==> src/rtl/buffer_reader.sv <==
// Read-side consumer for the inter-producer data buffer: pops words with an
// rd_en/rd_valid handshake, holds each on the display bus and counts them.
module buffer_reader #(
    parameter int unsigned HOLD_TICKS = 2,
    parameter int unsigned TIMEOUT    = 8
) (
    input  logic        clk,
    input  logic        rst,
    input  logic        enable,
    input  logic        drain,
    input  logic        clear,
    input  logic        tick,
    input  logic        buffer_empty,
    input  logic        rd_valid,
    input  logic [15:0] rd_data,
    output logic        rd_en,
    output logic [15:0] disp_data,
    output logic        disp_valid,
    output logic [7:0]  word_count,
    output logic        timeout_err,
    output logic        drained
);

    localparam int unsigned DW = 16;
    localparam int unsigned CW = 8;

    typedef enum logic [1:0] {
        IDLE = 2'd0,
        REQ  = 2'd1,
        WAIT = 2'd2,
        HOLD = 2'd3
    } state_t;

    state_t        state, state_nxt;
    logic [CW-1:0] tmo_cnt, tmo_cnt_nxt;
    logic [CW-1:0] hold_cnt, hold_cnt_nxt;
    logic [CW-1:0] word_count_nxt;
    logic [DW-1:0] disp_data_nxt;
    logic          disp_valid_nxt;
    logic          rd_en_nxt;
    logic          timeout_err_nxt;
    logic          latch;
    logic          can_pop;

    assign can_pop = enable && !buffer_empty;
    assign drained = (state == IDLE) && buffer_empty;

    // State register and registered outputs
    always_ff @(posedge clk or negedge rst) begin
        if (!rst) begin
            state       <= IDLE;
            tmo_cnt     <= '0;
            hold_cnt    <= '0;
            rd_en       <= 1'b0;
            disp_data   <= '0;
            disp_valid  <= 1'b0;
            word_count  <= '0;
            timeout_err <= 1'b0;
        end else begin
            state       <= state_nxt;
            tmo_cnt     <= tmo_cnt_nxt;
            hold_cnt    <= hold_cnt_nxt;
            rd_en       <= rd_en_nxt;
            disp_data   <= disp_data_nxt;
            disp_valid  <= disp_valid_nxt;
            word_count  <= word_count_nxt;
            timeout_err <= timeout_err_nxt;
        end
    end

    // Next-state and next-output logic
    always_comb begin
        state_nxt       = state;
        tmo_cnt_nxt     = tmo_cnt;
        hold_cnt_nxt    = hold_cnt;
        timeout_err_nxt = 1'b0;
        latch           = 1'b0;
        disp_data_nxt   = disp_data;
        disp_valid_nxt  = disp_valid;
        word_count_nxt  = word_count;

        case (state)
            IDLE: begin
                if (can_pop) begin
                    state_nxt = REQ;
                end
            end
            REQ: begin
                tmo_cnt_nxt = '0;
                state_nxt   = WAIT;
            end
            WAIT: begin
                if (rd_valid) begin
                    latch        = 1'b1;
                    hold_cnt_nxt = CW'(HOLD_TICKS);
                    state_nxt    = HOLD;
                end else begin
                    tmo_cnt_nxt = tmo_cnt + CW'(1);
                    if (tmo_cnt_nxt == CW'(TIMEOUT)) begin
                        timeout_err_nxt = 1'b1;
                        state_nxt       = IDLE;
                    end
                end
            end
            HOLD: begin
                // A tick in the latch cycle is not seen here; counting starts in HOLD
                if (tick && (hold_cnt != '0)) begin
                    hold_cnt_nxt = hold_cnt - CW'(1);
                end
                if ((hold_cnt_nxt == '0) || drain) begin
                    state_nxt = can_pop ? REQ : IDLE;
                end
            end
            default: begin
                state_nxt = IDLE;
            end
        endcase

        rd_en_nxt = (state_nxt == REQ);

        // A latch overrides a coincident clear; the count restarts at one
        if (latch) begin
            disp_data_nxt  = rd_data;
            disp_valid_nxt = 1'b1;
            if (clear) begin
                word_count_nxt = CW'(1);
            end else if (word_count != '1) begin
                word_count_nxt = word_count + CW'(1);
            end
        end else if (clear) begin
            disp_data_nxt  = '0;
            disp_valid_nxt = 1'b0;
            word_count_nxt = '0;
        end
    end

endmodule

==> config.mk <==
export PLATFORM = sky130hd
export DESIGN_NAME = buffer_reader
export DESIGN_NICKNAME = d
export VERILOG_FILES = /design/src/rtl/buffer_reader.sv
export SDC_FILE = /design/constraint.sdc
export NUM_CORES = 1
export LEC_CHECK = 0
export CORE_MARGIN = 1.5
export CORE_UTILIZATION = 53
export CTS_CLUSTER_SIZE = 40
export DETAILED_ROUTE_END_ITERATION = 8
export PLACE_DENSITY = 0.89
export REMOVE_ABC_BUFFERS = 1
export SLEW_MARGIN = 0
export SYNTH_ARGS = -nofsm -noshare
export SYNTH_HDL_FRONTEND = slang
export SYNTH_SLANG_ARGS = --single-unit
==> constraint.sdc <==
create_clock -name clk -period 3 [get_ports clk]
set_clock_uncertainty 0.05 [all_clocks]
set_input_delay 0.75 -clock clk [delete_from_list [all_inputs] [get_ports clk]]
set_output_delay 0.75 -clock clk [all_outputs]
set_load 0.03 [all_outputs]
# == Word-level counts from Yosys, hierarchy flattened ==
# Index checks and enable logic that the tools add are counted.
# word_totals
reg_bits,45
output_inout_bits,28
inputBits,24
wordCells,59
# op_classes
eq_ne,8
reduce_logical,15
n_mux,25
addsub,3
# ops
op,n
$mux W8,8
$mux W16,2
$pmux W8 S2,2
$add A8 B1 Y8 const B,2
$eq A8 B4 Y1 const B,1
$logic_not A8 Y1,1
$mux W1,8
$mux W2,4
$ne A8 B8 Y1 const B,1
$pmux W2 S4,1
$reduce_bool A2 Y1,4
$reduce_bool A8 Y1,1
$sub A8 B1 Y8 const B,1
$reduce_and A2 Y1,3
$eq A2 B1 Y1 const B,2
$eq A2 B2 Y1 const B,2
$ne A2 B2 Y1 const B,2
$logic_and A1 B1 Y1,3
$logic_not A2 Y1,1
$logic_not A1 Y1,1
$logic_or A1 B1 Y1,1

# == Logic depth before layout (Yosys ltp) ==
# Gate-level depths: netlist of run 1.
# logic_depth
depth_word,9
mapped_depth,8
depth_no_buf,8

# == Worst setup path after synthesis of run 1 ==
# OpenSTA, ideal clock, no wires.
# synth_path
path_type,input -> register
start,input rd_valid
end,register state[1]
t_arrival_ns,1.797
t_required_ns,2.823
path_stages,6
setup_time_ns,0.127
slack_ns,1.025
path_cell_list,buf_2 -> nor2b_1 -> nand3_1 -> or4_1 -> a21oi_1 -> a21oi_1
# synth_between
elab_chain_cells,2
# synth_rtl
item,line,source
start: declaration,14,"input logic rd_valid,"
$mux W2,93,if (rd_valid) begin
$pmux W2 S4,82,case (state)
via state_nxt[1],34,"state_t state, state_nxt;"
end signal: assignment,60,state <= state_nxt;
end: declaration,34,
# The timed path passes the listed nets, and every way through them passes these cells.
# A chain may end at the register's enable or synchronous reset.

# == Worst setup path in the final report of run 1 ==
# layout_path
start,input buffer_empty
end,output drained
# layout_between
elab_chain_cells,1
# layout_rtl
item,line,source
start: declaration,13,"input logic buffer_empty,"
$logic_and A1 B1 Y1,46,assign drained = (state == IDLE) && buffer_empty;
end: declaration,21,output logic drained
# Every way passes these cells.

==> results of run 1 <==
final cells by class:
| class | count | area [um2] | share of cell area, % |
|---|---|---|---|
| Clock buffer | 5 | 68.8 | 2.24 |
| Clock inverter | 3 | 65.1 | 2.12 |
| Multi-Input combinational cell | 207 | 1180 | 38.3 |
| Tap cell | 52 | 65.1 | 2.12 |
| Inverter | 8 | 30.0 | 0.977 |
| Timing Repair Buffer | 56 | 543 | 17.7 |
| Sequential cell | 45 | 1130 | 36.6 |
per-layer routing:
layer | GRT usage, % | vias up | wire (um)
met5 | 0 | - | 0
met4 | 7.26 | 0 | 31
met3 | 5.92 | 4 | 264
met2 | 39.3 | 61 | 2810
met1 | 30.4 | 1047 | 2390
li1 | - | 1064 | -
metrics by stage:
step | std cells | hold WS [ps] | power, mW | area (um2) | setup slack (ps)
after floorplan | 260 | 404 | 1.84 | 2330 | 898
after global placement | 368 | 439 | 2.35 | 2940 | 188
after detailed placement | 368 | 442 | 2.39 | 2940 | 182
after CTS | 376 | 464 | 2.93 | 3070 | 177
after global routing | 376 | 501 | 3.11 | 3070 | 146
final | 376 | 459 | 2.92 | 3070 | 181
where the power goes:
| group | total, mW | switching (mW) | internal [mW] | leakage, nW |
|---|---|---|---|---|
| clock | 0.537 | 0.207 | 0.331 | 0.0681 |
| combinational | 1.39 | 0.848 | 0.540 | 0.687 |
| sequential | 0.995 | 0.194 | 0.801 | 0.595 |
cells in the mapped netlist, drive strengths merged, types with 3 or more instances:
cell type	count
o21ai	19
ha	3
buf	10
nand2	60
a21oi	10
xor2	5
nand4	6
nand3	13
inv	8
nor3	12
a31oi	6
a22oi	3
and3	4
nand3b	16
mux2i	4
nor2	22
dfrtp	45
clkbuf	8
placed cells by master (no fill, tap or decap), drive strengths merged:
cell type | netlist | routed
nand2b | 2 | 2
o211ai | 1 | 1
inv | 8 | 8
nand3 | 13 | 13
and3 | 4 | 4
buf | 10 | 6
nand4 | 6 | 6
nor2b | 2 | 2
or4 | 2 | 2
a211oi | 2 | 2
a22oi | 3 | 3
a32o | 2 | 2
dfrtp | 45 | 45
xor2 | 5 | 5
nand4b | 1 | 1
mux2i | 4 | 4
nor4b | 1 | 1
nor4 | 2 | 2
bufinv | 0 | 2
nor3 | 12 | 12
o31ai | 2 | 2
a22o | 1 | 1
nand3b | 16 | 16
nor2 | 22 | 22
clkinv | 0 | 1
clkbuf | 8 | 5
ha | 3 | 3
a31oi | 6 | 6
nor3b | 2 | 2
a32oi | 1 | 1
clkdlybuf4s50 | 0 | 50
nand2 | 60 | 60
o21bai | 1 | 1
o221a | 1 | 1
o21a | 1 | 1
o21ai | 19 | 19
a21oi | 10 | 10
final timing paths:
kind                            endpoint  cells past startpoint
max                              drained                      3
min                        disp_data[10]                      2
max reg2reg                     state[0]                      7
min reg2reg                disp_data[10]                      2
max in group asynchronous  disp_data[15]                      1
min in group asynchronous     disp_valid                      1
state kept, by name, summed over array words and instances, names as in the netlist:
register	count
hold_cnt	8
word_count	8
state	2
disp_valid	1
rd_en	1
disp_data	16
timeout_err	1
tmo_cnt	8
logic make-up (layout without fill, tap and decap cells):
kind of cell | after synthesis | after routing | share of synthesized area (%)
AND/OR/NAND/NOR | 145 | 145 | 31.0
AO/OA/AOI/OAI | 50 | 50 | 12.7
flip-flops | 45 | 45 | 46.7
buffers and inverters | 26 | 72 | 4.47
XOR/XNOR | 5 | 5 | 1.82
multiplexers | 4 | 4 | 1.66
adder cells (fa/ha/maj) | 3 | 3 | 1.56
worst max-delay path, delay by kind of cell:
family                 cells  cell delay (ps)
buffers and inverters      2             1130
AND/OR/NAND/NOR            1              140
==> key figures, run 1 <==
Placement
  – Placer Congestion: 0.893
  – Hpwl dp: 3770 um
  – # port buffers: 51

Critical path
  – Worst Setup Start Kind: input port
  – Critical Path, Cell by Cell: clkdlybuf4s50_1, and3_1, clkdlybuf4s50_1
  – Most common cell on crit path: clkdlybuf4s50_1
  – CP max FO: 2
  – Reg2Reg Setup Slack: 890 ps
  – Worst Setup End Kind: primary output
  – FF-to-FF Start: hold_cnt[0]
  – WP data required: 2200 ps
  – Slowest CP cell: clkdlybuf4s50_1
  – WP data arrival: 2020 ps
  – Critical path origin: buffer_empty
  – Slowest cell delay on critical path: 660 ps
  – Crit path kind: in -> out

Timing
  – Fin crit period: 2820 ps
  – Final hold viol count: 0
  – Worst Tran Pin Value: 991 ps
  – Setup violations, final: 0
  – RSZ-0062 raised after global routing: no
  – Max-slew headroom: 33.6%
  – Fmax: 355 MHz
  – Slew Limit Fails: 0
  – Setup TNS: 0 ps
  – Post-route clock period utilization: 94.0%

Synthesis
  – Flops & latches, synth: 45
  – Main flop type after synthesis: dfrtp_1
  – Synth top area share: 46.7%
  – Post-Syn Instances: 278
  – Synth area leader: dfrtp_1
  – Synth Cell Area: 2410 um2
  – Post-synth cell types: 41
  – Warnings from Yosys: 0
  – Synth top area cells: dfrtp_1 (47%), nand2_1 (9.3%), nand3b_1 (5.0%)
  – Syn Area/Cell: 8.67 um2
  – Fraction of registers with async set/reset: 100%
  – Sequential share of the synthesized area: 46.7%
  – Post-synth EDFFs: 0

Run
  – Max cap viols: 0

Die
  – Initial Utilization: 55.3%
  – Die area: 4960 um2
  – Die X: 70.4 um
  – Cell Rows: 24
  – Core area: 4350 um2
  – I/O pin cnt: 52
  – Height of the die: 70.4 um

Clock tree
  – Worst-Skew Late Latency: 300 ps
  – Gates resized, CTS repair: 0
  – CTS tree: done
  – H-Tree Depth: 2
  – Clock Tree Root: clkbuf_8
  – CTS Hold Buffers Added: 0
  – Post-CTS Setup Bufs: 0
  – Inserted Clock Buffers: 5
  – Clock Sinks: 45
  – Max clock buf depth: 2
  – Reg clk slew, reported paths: 90 ps

Final layout
  – Nets: 350
  – Ant. Diodes: 0
  – FILL cells: 311
  – Share of cells above drive strength 1: 7.10%
  – End-of-flow core utilization: 70.6%
  – Area growth syn-to-layout: 27.6%

Routing
  – Routed vias/inst: 5.79
  – # DRC: 0
  – TritonRoute pass-1 iters: 5
  – Drt total wl: 5490 um
  – Antenna Violating Nets Remaining: 0
  – Drt initial violations: 125
  – WL per Instance: 14.6 um
  – Via count: 2,176

Pwr
  – Maximum VDD drop: 0.497 mV
  – Pwr dens: 950 nW/um2
  – Pleak: 1.35 nW

Min path
  – Min-Delay Path Class: reg -> reg
  – Min-delay src: disp_data[10]

Status
  – Status: finished clean

Global routing
  – First-pass GRT wire length: 9360 um
  – Gr usage total: 23.6%
  – Grt ovf: 0
  – Initial antenna violation count: 0
  – Number of global-route vias before repair: 2,081
  – Largest net degree at the start of global routing: 46
Power figures use the tool's default switching activity.
==> run 2: changes to the inputs <==
Settings changed: ABC_CLOCK_PERIOD_IN_PS from default to 3000.
==> results of run 2 <==
Final layout, timing and power as in run 1 (identical DEF).
